--- src/rtl/sync_fifo_flags_if.sv ---
// Handshake/data/status bundle for sync_fifo_flags.
// master = producer/consumer side, slave = the FIFO itself.
interface sync_fifo_flags_if #(
  parameter int WIDTH = 8,
  parameter int DEPTH = 8
);
  localparam int CW = $clog2(DEPTH + 1);

  logic [WIDTH-1:0] data_in;
  logic             write;
  logic             read;
  logic             clear_err;
  logic [WIDTH-1:0] data_out;
  logic             fifo_full;
  logic             fifo_empty;
  logic             fifo_almost_full;
  logic             fifo_almost_empty;
  logic [CW-1:0]    fifo_count;
  logic             overflow;
  logic             underflow;

  modport master (
    output data_in, write, read, clear_err,
    input  data_out, fifo_full, fifo_empty, fifo_almost_full,
           fifo_almost_empty, fifo_count, overflow, underflow
  );

  modport slave (
    input  data_in, write, read, clear_err,
    output data_out, fifo_full, fifo_empty, fifo_almost_full,
           fifo_almost_empty, fifo_count, overflow, underflow
  );
endinterface

--- src/rtl/sync_fifo_flags.sv ---
// Single-clock FIFO with arbitrary depth, occupancy count, almost flags and sticky errors.
// Define SYNC_FIFO_FWFT_EN for first-word-fall-through output instead of registered read.
module sync_fifo_flags #(
  parameter int WIDTH    = 8,
  parameter int DEPTH    = 8,
  parameter int AF_LEVEL = DEPTH - 2,
  parameter int AE_LEVEL = 2
) (
  input  logic             clk,
  input  logic             rst,
  sync_fifo_flags_if.slave bus
);
  localparam int PW = (DEPTH > 2) ? $clog2(DEPTH) : 1;
  localparam int CW = $clog2(DEPTH + 1);

  if (WIDTH < 1) begin : g_bad_width
    $error("sync_fifo_flags: WIDTH must be >= 1");
  end
  if (DEPTH < 2) begin : g_bad_depth
    $error("sync_fifo_flags: DEPTH must be >= 2");
  end
  if (AF_LEVEL < 1 || AF_LEVEL > DEPTH) begin : g_bad_af
    $error("sync_fifo_flags: AF_LEVEL out of range 1..DEPTH");
  end
  if (AE_LEVEL < 0 || AE_LEVEL > DEPTH - 1) begin : g_bad_ae
    $error("sync_fifo_flags: AE_LEVEL out of range 0..DEPTH-1");
  end

  logic [WIDTH-1:0] mem_q [DEPTH];
  logic [PW-1:0]    wr_ptr_q, wr_ptr_d;
  logic [PW-1:0]    rd_ptr_q, rd_ptr_d;
  logic [CW-1:0]    count_q, count_d;
  logic             overflow_q, overflow_d;
  logic             underflow_q, underflow_d;
  logic             full, empty, wr_acc, rd_acc;

  // Explicit wrap so non-power-of-2 depths never index past DEPTH-1.
  function automatic logic [PW-1:0] ptr_inc(input logic [PW-1:0] p);
    return (p == PW'(DEPTH - 1)) ? '0 : p + PW'(1);
  endfunction

  assign full   = (count_q == CW'(DEPTH));
  assign empty  = (count_q == '0);
  assign wr_acc = bus.write && !full;
  assign rd_acc = bus.read && !empty;

  always_comb begin
    wr_ptr_d    = wr_acc ? ptr_inc(wr_ptr_q) : wr_ptr_q;
    rd_ptr_d    = rd_acc ? ptr_inc(rd_ptr_q) : rd_ptr_q;
    count_d     = count_q;
    case ({wr_acc, rd_acc})
      2'b10:   count_d = count_q + CW'(1);
      2'b01:   count_d = count_q - CW'(1);
      default: count_d = count_q;
    endcase
    // A fresh error event outranks clear_err in the same cycle.
    overflow_d  = (bus.write && full)  ? 1'b1 : (bus.clear_err ? 1'b0 : overflow_q);
    underflow_d = (bus.read  && empty) ? 1'b1 : (bus.clear_err ? 1'b0 : underflow_q);
  end

  always_ff @(posedge clk or posedge rst) begin
    if (rst) begin
      wr_ptr_q    <= '0;
      rd_ptr_q    <= '0;
      count_q     <= '0;
      overflow_q  <= 1'b0;
      underflow_q <= 1'b0;
    end else begin
      wr_ptr_q    <= wr_ptr_d;
      rd_ptr_q    <= rd_ptr_d;
      count_q     <= count_d;
      overflow_q  <= overflow_d;
      underflow_q <= underflow_d;
    end
  end

  // Storage is intentionally not reset.
  always_ff @(posedge clk) begin
    if (wr_acc) mem_q[wr_ptr_q] <= bus.data_in;
  end

`ifdef SYNC_FIFO_FWFT_EN
  assign bus.data_out = mem_q[rd_ptr_q];
`else
  logic [WIDTH-1:0] data_out_q, data_out_d;

  always_comb begin
    data_out_d = rd_acc ? mem_q[rd_ptr_q] : data_out_q;
  end

  always_ff @(posedge clk or posedge rst) begin
    if (rst) data_out_q <= '0;
    else     data_out_q <= data_out_d;
  end

  assign bus.data_out = data_out_q;
`endif

  assign bus.fifo_count        = count_q;
  assign bus.fifo_full         = full;
  assign bus.fifo_empty        = empty;
  assign bus.fifo_almost_full  = (count_q >= CW'(AF_LEVEL));
  assign bus.fifo_almost_empty = (count_q <= CW'(AE_LEVEL));
  assign bus.overflow          = overflow_q;
  assign bus.underflow         = underflow_q;
endmodule

--- src/flat_wrapper.sv ---
// flat-port wrapper written by rule: the top's interface ports become plain ports
module sync_fifo_flags_flat 
#(
  parameter int WIDTH    = 8,
  parameter int DEPTH    = 8,
  parameter int AF_LEVEL = DEPTH - 2,
  parameter int AE_LEVEL = 2
)
  (clk, rst, bus_data_in, bus_write, bus_read, bus_clear_err, bus_data_out, bus_fifo_full, bus_fifo_empty, bus_fifo_almost_full, bus_fifo_almost_empty, bus_fifo_count, bus_overflow, bus_underflow);
  sync_fifo_flags_if #(.WIDTH(WIDTH), .DEPTH(DEPTH)) bus_i ();
  input  logic clk;
  input  logic rst;
  input wire logic [$bits(bus_i.data_in)-1:0] bus_data_in;
  input wire logic [$bits(bus_i.write)-1:0] bus_write;
  input wire logic [$bits(bus_i.read)-1:0] bus_read;
  input wire logic [$bits(bus_i.clear_err)-1:0] bus_clear_err;
  output wire logic [$bits(bus_i.data_out)-1:0] bus_data_out;
  output wire logic [$bits(bus_i.fifo_full)-1:0] bus_fifo_full;
  output wire logic [$bits(bus_i.fifo_empty)-1:0] bus_fifo_empty;
  output wire logic [$bits(bus_i.fifo_almost_full)-1:0] bus_fifo_almost_full;
  output wire logic [$bits(bus_i.fifo_almost_empty)-1:0] bus_fifo_almost_empty;
  output wire logic [$bits(bus_i.fifo_count)-1:0] bus_fifo_count;
  output wire logic [$bits(bus_i.overflow)-1:0] bus_overflow;
  output wire logic [$bits(bus_i.underflow)-1:0] bus_underflow;
  assign bus_i.data_in = bus_data_in;
  assign bus_i.write = bus_write;
  assign bus_i.read = bus_read;
  assign bus_i.clear_err = bus_clear_err;
  assign bus_data_out = bus_i.data_out;
  assign bus_fifo_full = bus_i.fifo_full;
  assign bus_fifo_empty = bus_i.fifo_empty;
  assign bus_fifo_almost_full = bus_i.fifo_almost_full;
  assign bus_fifo_almost_empty = bus_i.fifo_almost_empty;
  assign bus_fifo_count = bus_i.fifo_count;
  assign bus_overflow = bus_i.overflow;
  assign bus_underflow = bus_i.underflow;
  sync_fifo_flags #(.WIDTH(WIDTH), .DEPTH(DEPTH), .AF_LEVEL(AF_LEVEL), .AE_LEVEL(AE_LEVEL)) u_core (.clk(clk), .rst(rst), .bus(bus_i));
endmodule
--- config.mk ---
export PLATFORM = sky130hd
export DESIGN_NAME = sync_fifo_flags_flat
export DESIGN_NICKNAME = d
export VERILOG_FILES = /design/src/rtl/sync_fifo_flags_if.sv /design/src/rtl/sync_fifo_flags.sv /design/src/flat_wrapper.sv
export SDC_FILE = /design/constraint.sdc
export NUM_CORES = 1
export LEC_CHECK = 0
export BUFFER_PORTS_ARGS = -buffer_cell sky130_fd_sc_hd__buf_2
export CORE_MARGIN = 2
export CORE_UTILIZATION = 25
export DETAILED_ROUTE_END_ITERATION = 6
export RECOVER_POWER = 50
export SYNTH_ARGS = -nofsm -noshare
export SYNTH_HDL_FRONTEND = slang
export SYNTH_SLANG_ARGS = --single-unit
export TNS_END_PERCENT = 50
--- constraint.sdc ---
create_clock -name clk -period 2.45 [get_ports clk]
set_input_delay 0.1225 -clock clk [delete_from_list [all_inputs] [get_ports clk]]
set_output_delay 0.1225 -clock clk [all_outputs]
set_load 0.02 [all_outputs]
==> results of run 1 <==
## stage by stage
step           worst slack, ns  cells  util (%)
2_1_floorplan           0.0104    223         -
3_3_place_gp             0.379    433      28.4
3_5_place_dp             0.303    433      28.4
4_1_cts                  0.297    451      30.8
5_1_grt                 0.0709    451      30.6
6_report                 0.255    451      30.6
## layer usage
metal  wire length, um  GRT usage (%)
met2              3480           15.9
met3               215           2.58
met1              3100           12.3
met4               153           5.39
met5                 0              0
## path summary, 6_finish.rpt
check	start	to	slack, ns	depth (start not counted)
setup reg to reg	u_core.bus.fifo_count[0]	u_core.bus.fifo_count[2]	0.25	10
hold / removal	bus_read	u_core.bus.underflow	0.04	3
min in group asynchronous	rst	u_core.bus.underflow	0.50	3
setup / recovery	u_core.bus.fifo_count[0]	u_core.bus.fifo_count[2]	0.25	10
max in group asynchronous	rst	u_core.bus.fifo_count[1]	1.43	3
hold reg to reg	u_core.bus.data_out[3]	u_core.bus.data_out[3]	0.48	2
## registers in the layout, summed over array words and instances (netlist names)
register               cells
u_core.bus.overflow        1
u_core.bus.data_out        8
u_core.wr_ptr_q            3
u_core.rd_ptr_q            3
u_core.bus.underflow       1
u_core.bus.fifo_count      4
u_core.mem_q              64
## power breakdown
group	internal (uW)	switching, uW
Combinational	733	943
Sequential	1860	251
Clock	898	537
## cell usage in the layout, fill, tap and decap left out, types with 2 or more instances in the layout
master         instances
o22ai_1                9
edfxtp_1              64
o21ai_1                7
a21o_1                 2
nand2_1               15
buf_2                 11
nor3_1                 6
mux2i_1               16
dlygate4sd3_1          2
dfrtp_1               20
nand2b_1               8
clkbuf_16              9
mux2_2                19
a221o_1                8
xor2_1                 3
clkbuf_1              21
inv_1                  3
ha_1                   5
bufinv_16              2
o21ai_0                5
nor2_1                 6
xnor2_1                2
buf_4                 10
## cells by family after synthesis
| family | count (synthesis) |
|---|---|
| AO/OA/AOI/OAI | 35 |
| AND/OR/NAND/NOR | 42 |
| buffers and inverters | 15 |
| XOR/XNOR | 5 |
| multiplexers | 35 |
| adder cells (fa/ha/maj) | 7 |
| flip-flops | 84 |
## tightest hold or removal path: cells and delay by family
kind	cells	cell delay, ns
AOI/OAI and AO/OA	1	0.06
buffers and inverters	1	0.12
and+or+nand+nor	1	0.05
## final cells by class
class                           count  area share [%]
Tap cell                          180            5.32
Multi-Input combinational cell    124            23.9
Clock inverter                      5            2.01
Sequential cell                    84            57.2
Inverter                            4           0.355
Clock buffer                       11            5.50
Timing Repair Buffer               43            5.71
## timing repair
action	CTS	global route
hold buffers	2	0
hold endpoints to repair	7	0
resized for setup	0	0
==> reports/qor.csv, run 1 <==
metric;value;unit
synth-xor-area-share;1.24;%
cap_violations;0;
multiInputGateArea;0.00101;mm^2
total_power;5220;uW
first_pass_iters;4;
vdd_drop_max;0.325;mV
yosys-top-cells-count;edfxtp_1 (64), dfrtp_1 (20), mux2_2 (19), mux2i_1 (16), nand2_1 (15);
io_buffer_count;30;
ys_warn_count;0;
synthArstFlopShare;23.8;%
final_area;0.00423;mm^2
ys_types;34;
cp.required;2.66;ns
vias;1924;
avgSynthCellArea;15.9;um^2
yosys.area_share.simple;6.73;%
cts_sinks;84;
drt_iter0_markers;99;
grt_pass1_wl;10.7;mm
grt_pass1_vias;1950;
p_leak;0.00152;uW
synth_top_area_share;54.4;%
nets;286;
drive_gt1_share;23.2;%
synth.cell_area;0.00353;mm^2
die_y;123;um
clk_pin_slew;0.06;ns
power_density;1230;mW/mm^2
path_max_fanout;8;
post-route-period-util;89.6;%
final.setup_skew;0.00793;ns
ys_ff_latch;84;
die_area;0.0151;mm^2
area_delta_synth_final;19.8;%
crit_arrival;2.41;ns
drc_errors;0;
wl_per_cell;15.4;um
max-clock-path-buffers;2;
crit_top_cell;xor2_1;
final-seq-area;0.00242;mm^2
status;finished, final reports clean;
drt-total-wl;6.95;mm
syn_inst;223;
finalCriticalPeriod;2.20;ns
synth_compound_area_share;6.83;%
chipWidth;123;um
end_kind;flop;
clk_latency;0.34;ns
synth_edf_count;64;
worstSetupPathType;reg2reg;
start_util;25.6;%
worst_pin_slew;0.837;ns
crit_path_top_delay_cell;dfrtp_1;
diodes;0;
fillers;1366;
critical-path-top-delay-family;simple AND/OR/NAND/NOR gates;
grt_setup_unrepaired;no;
synth-seq-area-share;68.5;%
muxShareOfSynthArea;10.6;%
cts.htree.levels;3;
track_usage;9.94;%
hp-class;in2reg;
holdWs;0.0441;ns
setup_tns;0;ns
synthFlopType;edfxtp_1;
ant_nets;0;
finalSetupViolCount;0;
synth_adder_area_share;2.48;%
fmax;455;MHz
synth_top_family_by_area;multiplexers;
antenna_found_initial;0;
post_cts_buffers;0;
yosysMostFrequentCell;edfxtp_1;
max_slew_margin;44.2;%
synth_top_cell_by_area;edfxtp_1;
syn-num-nets;243;
clockRootBuffer;clkbuf_16;
cts_tree;done;
grt_max_degree;36;
gp_congestion;0.730;
crit_path_max_incr_delay;0.51;ns
path_cells;nor4_4 > nand2b_4 > inv_2 > ha_4 > xor2_1 > ha_2 > a21oi_2 > xor2_1 > nor2_1 > xor2_1;
hold_violations;0;
num_rows;43;
gr-total-overflow;0;
dpl_cell_area;0.00392;mm^2
numCtsBuffers;9;
synthTopCellsByArea;edfxtp_1 (54%), dfrtp_1 (14%), mux2_2 (6.1%);
place_hpwl;4.44;mm
critPathBufInv;1;
startpoint_type;flop;
drv_slew;0;
viasPerCell;4.27;
core_area;0.0138;mm^2
io_pins;31;
(Power assumes the default switching activity.)
==> run 2: changes to the inputs <==
Settings changed: CTS_BUF_LIST set to sky130_fd_sc_hd__clkbuf_8.
==> run 2 against run 1 <==
Combinational power barely moved. First-iteration DRC count is 17% lower. Global-route usage about the same. Hold slack got worse by 0.026 ns. Register-to-register slack about the same. Sequential share of layout area rose by 1.4 points. Cell count unchanged. Highest routed layer unchanged.
==> reports/qor.csv, run 2 (synthesized netlist as in run 1, its figures left out) <==
metric;value;unit;change
worst_pin_slew;0.860;ns;was 0.837 ns
gp_congestion;0.730;;unchanged
chipWidth;123;um;unchanged
grt_pass1_vias;1944;;was 1,950
rrSetupSlack;0.26;ns;was 0.25 ns
wl_met1;3.12;mm;was 3.10 mm
post-route-period-util;89.3;%;was 89.6%
crit_arrival;2.43;ns;was 2.41 ns
final_cell_mix;edfxtp_1 (64), clkbuf_1 (20), mux2_2 (19), dfrtp_1 (19), mux2i_1 (16);;was edfxtp_1 (64), clkbuf_1 (21), dfrtp_1 (20)
finalCriticalPeriod;2.19;ns;was 2.20 ns
status;finished, final reports clean;;unchanged
gr-total-overflow;0;;unchanged
max_slew_margin;42.6;%;was 44.2%
antenna_found_initial;0;;unchanged
start_util;25.6;%;unchanged
end_kind;flop;;unchanged
area_delta_synth_final;16.9;%;was 19.8%
worstSetupPathType;reg2reg;;unchanged
hp-class;in2reg;;unchanged
routed.top_layer;met4;;unchanged
die_area;0.0151;mm^2;unchanged
regMostFlops;u_core.mem_q;;unchanged
power_density;1170;mW/mm^2;was 1230 mW/mm^2
wl_per_cell;15.4;um;about the same
final_area;0.00413;mm^2;was 0.00423 mm^2
track_usage;9.90;%;was 9.94%
final-seq-area;0.00242;mm^2;about the same
vias;1928;;was 1,924
final.setup_skew;0.0137;ns;was 0.00793 ns
drive_gt1_share;23.2;%;unchanged
fmax;457;MHz;was 455 MHz
grt_setup_unrepaired;no;;unchanged
path_cells;nor4_4 > nand2b_4 > inv_2 > ha_4 > xor2_1 > ha_2 > a21oi_2 > xor2_1 > nor2_1 > xor2_1;;unchanged
cts.htree.levels;3;;unchanged
cts_tree;done;;unchanged
clk_pin_slew;0.09;ns;was 0.06 ns
largest_reg_flops;64;;unchanged
wl_met3;193;um;was 215 um
place_hpwl;4.44;mm;unchanged
fillers;1384;;was 1,366
nets;286;;unchanged
startpoint_type;flop;;unchanged
dpl_cell_area;0.00392;mm^2;unchanged
layout_commonest_cell;edfxtp_1;;unchanged
total_power;4850;uW;was 5220 uW
io_buffer_count;30;;unchanged
numCtsBuffers;9;;unchanged
multiInputGateArea;0.00101;mm^2;unchanged
grt_pass1_wl;10.6;mm;was 10.7 mm
clk_latency;0.36;ns;was 0.34 ns
drt_iter0_markers;82;;was 99
path_max_fanout;8;;unchanged
die_y;123;um;unchanged
crit_top_cell;xor2_1;;unchanged
drc_errors;0;;unchanged
post_cts_buffers;0;;unchanged
holdWs;0.0182;ns;was 0.0441 ns
setup_tns;0;ns;unchanged
cap_violations;0;;unchanged
max-clock-path-buffers;2;;unchanged
hold_violations;0;;unchanged
crit_path_max_incr_delay;0.52;ns;was 0.51 ns
p_leak;0.00148;uW;was 0.00152 uW
drv_slew;0;;unchanged
ctsResizeCount;0;;unchanged
crit_path_top_delay_cell;dfrtp_1;;unchanged
drt-total-wl;6.93;mm;was 6.95 mm
first_pass_iters;4;;unchanged
viasPerCell;4.27;;about the same
vdd_drop_max;0.290;mV;was 0.325 mV
num_rows;43;;unchanged
finalSetupViolCount;0;;unchanged
ant_nets;0;;unchanged
io_pins;31;;unchanged
cp.required;2.69;ns;was 2.66 ns
core_area;0.0138;mm^2;unchanged
clockRootBuffer;clkbuf_8;;was clkbuf_16
diodes;0;;unchanged
cts_sinks;84;;unchanged
wl_met2;3.47;mm;was 3.48 mm
grt_max_degree;36;;unchanged
## run 2: worst max-delay path, delay by kind of cell, from the launching register on
family,cells,cell delay (ns)
fa+ha+maj,2,0.35
xor+xnor,3,0.42
buf+inv,1,0.05
compound gates,1,0.12
flops,1,0.52
simple gates,3,0.61
## run 2: cell type report
cell class | instances | area share (%)
Sequential cell | 84 | 58.7
Multi-Input combinational cell | 124 | 24.5
Timing Repair Buffer | 43 | 5.81
Tap cell | 180 | 5.45
Clock buffer | 9 | 3.00
Clock inverter | 7 | 2.24
Inverter | 4 | 0.363
## run 2: power breakdown
| group | switching, uW | internal (uW) | total (uW) |
|---|---|---|---|
| logic | 945 | 731 | 1680 |
| clock network | 495 | 572 | 1070 |
| registers | 251 | 1860 | 2110 |
| total | 1690 | 3160 | 4850 |
## run 2: worst paths after layout
check                                      endpoint                startpoint  cells after the start
setup / recovery           u_core.bus.fifo_count[2]  u_core.bus.fifo_count[0]                     10
setup reg to reg           u_core.bus.fifo_count[2]  u_core.bus.fifo_count[0]                     10
hold / removal                 u_core.bus.underflow                  bus_read                      3
min in group asynchronous      u_core.bus.underflow                       rst                      3
hold reg to reg              u_core.bus.data_out[3]    u_core.bus.data_out[3]                      2
max in group asynchronous  u_core.bus.fifo_count[1]                       rst                      3
## run 2: per-layer routing
metal	vias up	GRT usage (%)
met3	10	2.44
met4	0	5.39
met1	963	12.2
met2	25	15.9
li1	930	-
met5	-	0
## run 2: metrics by stage
stage / util, % / setup slack, ns / std cells
after floorplan: - / 0.0104 / 223
after global placement: 28.4 / 0.379 / 433
after detailed placement: 28.4 / 0.303 / 433
after CTS: 30.1 / 0.293 / 451
after global routing: 29.9 / 0.0752 / 451
final: 29.9 / 0.261 / 451
## run 2: timing repair
action,CTS,global route
endpoints found under the setup margin,0,0
hold buffers,2,0
endpoints found under the hold margin,22,0
==> run 3: changes to the inputs <==
Settings changed: CORE_UTILIZATION 25 to 31, SLEW_MARGIN set to 25.
==> run 3 against run 2 <==
Sequential cell count did not move. Sequential power barely moved. Core utilization increased by 7.4 points. Sequential share of layout area is 0.55 points higher. Hold slack improved by 0.011 ns. Via count grew 0.99%. Final area is 0.88% lower. Critical path type unchanged. First-iteration DRC count down 6.1%. Die area down 19%. Critical path depth is the same. Clock power is essentially flat.
==> reports/qor.csv, run 3 (synthesized netlist as in run 1, its figures left out) <==
metric;value;unit;change
ff2ff_path_depth;10;;unchanged
critical-path-top-delay-family;simple AND/OR/NAND/NOR gates;;unchanged
worst_pin_slew;0.792;ns;was 0.860 ns
max_slew_margin;47.1;%;was 42.6%
wl_met2;3.12;mm;was 3.47 mm
wl_per_cell;15.5;um;was 15.4 um
gp_congestion;0.699;;was 0.730
critPathBufInv;1;;unchanged
num_rows;38;;was 43
core_area;0.0110;mm^2;was 0.0138 mm^2
post-route-period-util;89.4;%;was 89.3%
fmax;456;MHz;was 457 MHz
p_sw_share;34.1;%;was 34.8%
hp-class;in2reg;;unchanged
cts.htree.levels;3;;unchanged
path_cells;nor4_4 > nand2b_4 > inv_2 > ha_4 > xor2_1 > ha_2 > a21oi_2 > xor2_1 > nor2_1 > xor2_1;;unchanged
chipWidth;111;um;was 123 um
final.setup_skew;0.0162;ns;was 0.0137 ns
track_usage;10.8;%;was 9.90%
vias;1947;;was 1,928
hold_path_depth;3;;unchanged
worstSetupPathType;reg2reg;;unchanged
power_density;1180;mW/mm^2;was 1170 mW/mm^2
area_delta_synth_final;15.9;%;was 16.9%
io_buffer_count;30;;unchanged
drt_iter0_markers;77;;was 82
setup_tns;0;ns;unchanged
wl_met3;433;um;was 193 um
first_pass_iters;4;;unchanged
grt_setup_unrepaired;no;;unchanged
cts_sinks;84;;unchanged
path_max_fanout;8;;unchanged
intPower;3200;uW;was 3160 uW
crit_path_max_incr_delay;0.52;ns;about the same
pwr-share-clk;21.8;%;was 22.0%
grt_pass1_vias;1847;;was 1,944
final_cell_mix;edfxtp_1 (64), mux2_2 (19), clkbuf_1 (18), dfrtp_1 (18), mux2i_1 (16);;was edfxtp_1 (64), clkbuf_1 (20), mux2_2 (19), dfrtp_1 (19), mux2i_1 (16)
clk_latency;0.35;ns;was 0.36 ns
layout_commonest_cell;edfxtp_1;;unchanged
diodes;0;;unchanged
drt-total-wl;6.37;mm;was 6.93 mm
p_sw;1650;uW;was 1690 uW
comb_power_share;34.7;%;was 34.5%
worstSetupPathDepth;10;;unchanged
crit_arrival;2.43;ns;about the same
startpoint_type;flop;;unchanged
status;finished, final reports clean;;unchanged
finalSetupViolCount;0;;unchanged
wl_met1;2.74;mm;was 3.12 mm
grt_pass1_wl;10.1;mm;was 10.6 mm
finalCriticalPeriod;2.19;ns;about the same
drive_gt1_share;24.6;%;was 23.2%
hold_violations;0;;unchanged
p_seq_share;43.5;%;about the same
cts_tree;done;;unchanged
grt_max_degree;36;;unchanged
cp.required;2.69;ns;about the same
numCtsBuffers;9;;unchanged
gr-total-overflow;0;;unchanged
place_ws;0.311;ns;was 0.303 ns
end_kind;flop;;unchanged
nets;287;;was 286
viasPerCell;4.73;;was 4.27
vdd_drop_max;0.715;mV;was 0.290 mV
io_pins;31;;unchanged
max-clock-path-buffers;2;;unchanged
ant_nets;0;;unchanged
cap_violations;0;;unchanged
drv_slew;0;;unchanged
fillers;1039;;was 1,384
start_util;32.2;%;was 25.6%
p_leak;0.00149;uW;was 0.00148 uW
clockRootBuffer;clkbuf_8;;unchanged
crit_top_cell;xor2_1;;unchanged
crit_path_top_delay_cell;dfrtp_1;;unchanged
routed.top_layer;met4;;unchanged
regMostFlops;u_core.mem_q;;unchanged
largest_reg_flops;64;;unchanged
die_y;111;um;was 123 um
drc_errors;0;;unchanged
antenna_found_initial;0;;unchanged
setup_ws;0.259;ns;was 0.261 ns
die_area;0.0123;mm^2;was 0.0151 mm^2
clk_pin_slew;0.08;ns;was 0.09 ns
place_hpwl;4.16;mm;was 4.44 mm
run 3: worst paths after layout:
path	startpoint	end	slack, ns
min reg2reg	u_core.bus.data_out[1]	u_core.bus.data_out[1]	0.49
max in group asynchronous	rst	u_core.bus.fifo_count[1]	1.45
min in group asynchronous	rst	u_core.bus.data_out[1]	0.46
max reg2reg	u_core.bus.fifo_count[0]	u_core.bus.fifo_count[2]	0.26
min	bus_read	u_core.bus.underflow	0.03
max	u_core.bus.fifo_count[0]	u_core.bus.fifo_count[2]	0.26
run 3: per-stage QoR:
stage               hold WS, ns  area, um^2  utilization (%)  cells  total power [uW]
finish                   0.0292        4100             37.3    412              4850
global route             0.0267        4100             37.3    412              5160
CTS                      0.0195        4120             37.5    412              4930
detailed placement        0.318        3880             35.3    394              3880
global placement          0.303        3880             35.3    394              3830
floorplan                0.0861        3570                -    223              3470
run 3: power groups by stage:
stage / clock (uW) / sequential (uW) / combinational, uW
2_1_floorplan: 0 / 2200 / 1270
3_3_place_gp: 0 / 2120 / 1710
3_5_place_dp: 0 / 2140 / 1730
4_1_cts: 1080 / 2110 / 1740
5_1_grt: 1150 / 2150 / 1860
6_report: 1060 / 2110 / 1680
run 3: what timing repair did:
| item | 4_1_cts | 5_1_grt |
|---|---|---|
| resized for setup | 0 | 0 |
| hold buffers | 2 | 0 |
| hold endpoints to repair | 22 | 0 |
| endpoints found under the setup margin | 0 | 0 |
| setup buffers | 0 | 0 |
run 3: area by class of cell:
type | count | area [um^2] | area share (%)
repair buffers | 44 | 250 | 6.11
well taps | 140 | 175 | 4.28
inverters | 4 | 15.0 | 0.367
multi-input cells | 124 | 1010 | 24.7
clock inverters | 6 | 81.3 | 1.99
flip-flops and latches | 84 | 2420 | 59.2
clock buffers | 10 | 138 | 3.36
run 3: layer usage:
metal	GRT usage, %	vias up
met3	3.66	7
met2	17.3	54
li1	-	940
met1	13.7	946
met5	0	-
met4	3.50	0
run 3: worst reg2reg max path, cell delays in order (launching register included):
cell and delay [ns]:
dfrtp_1 0.52, nor4_4 0.37, nand2b_4 0.19, inv_2 0.05, ha_4 0.17, xor2_1 0.14
ha_2 0.18, a21oi_2 0.11, xor2_1 0.15, nor2_1 0.06, xor2_1 0.14
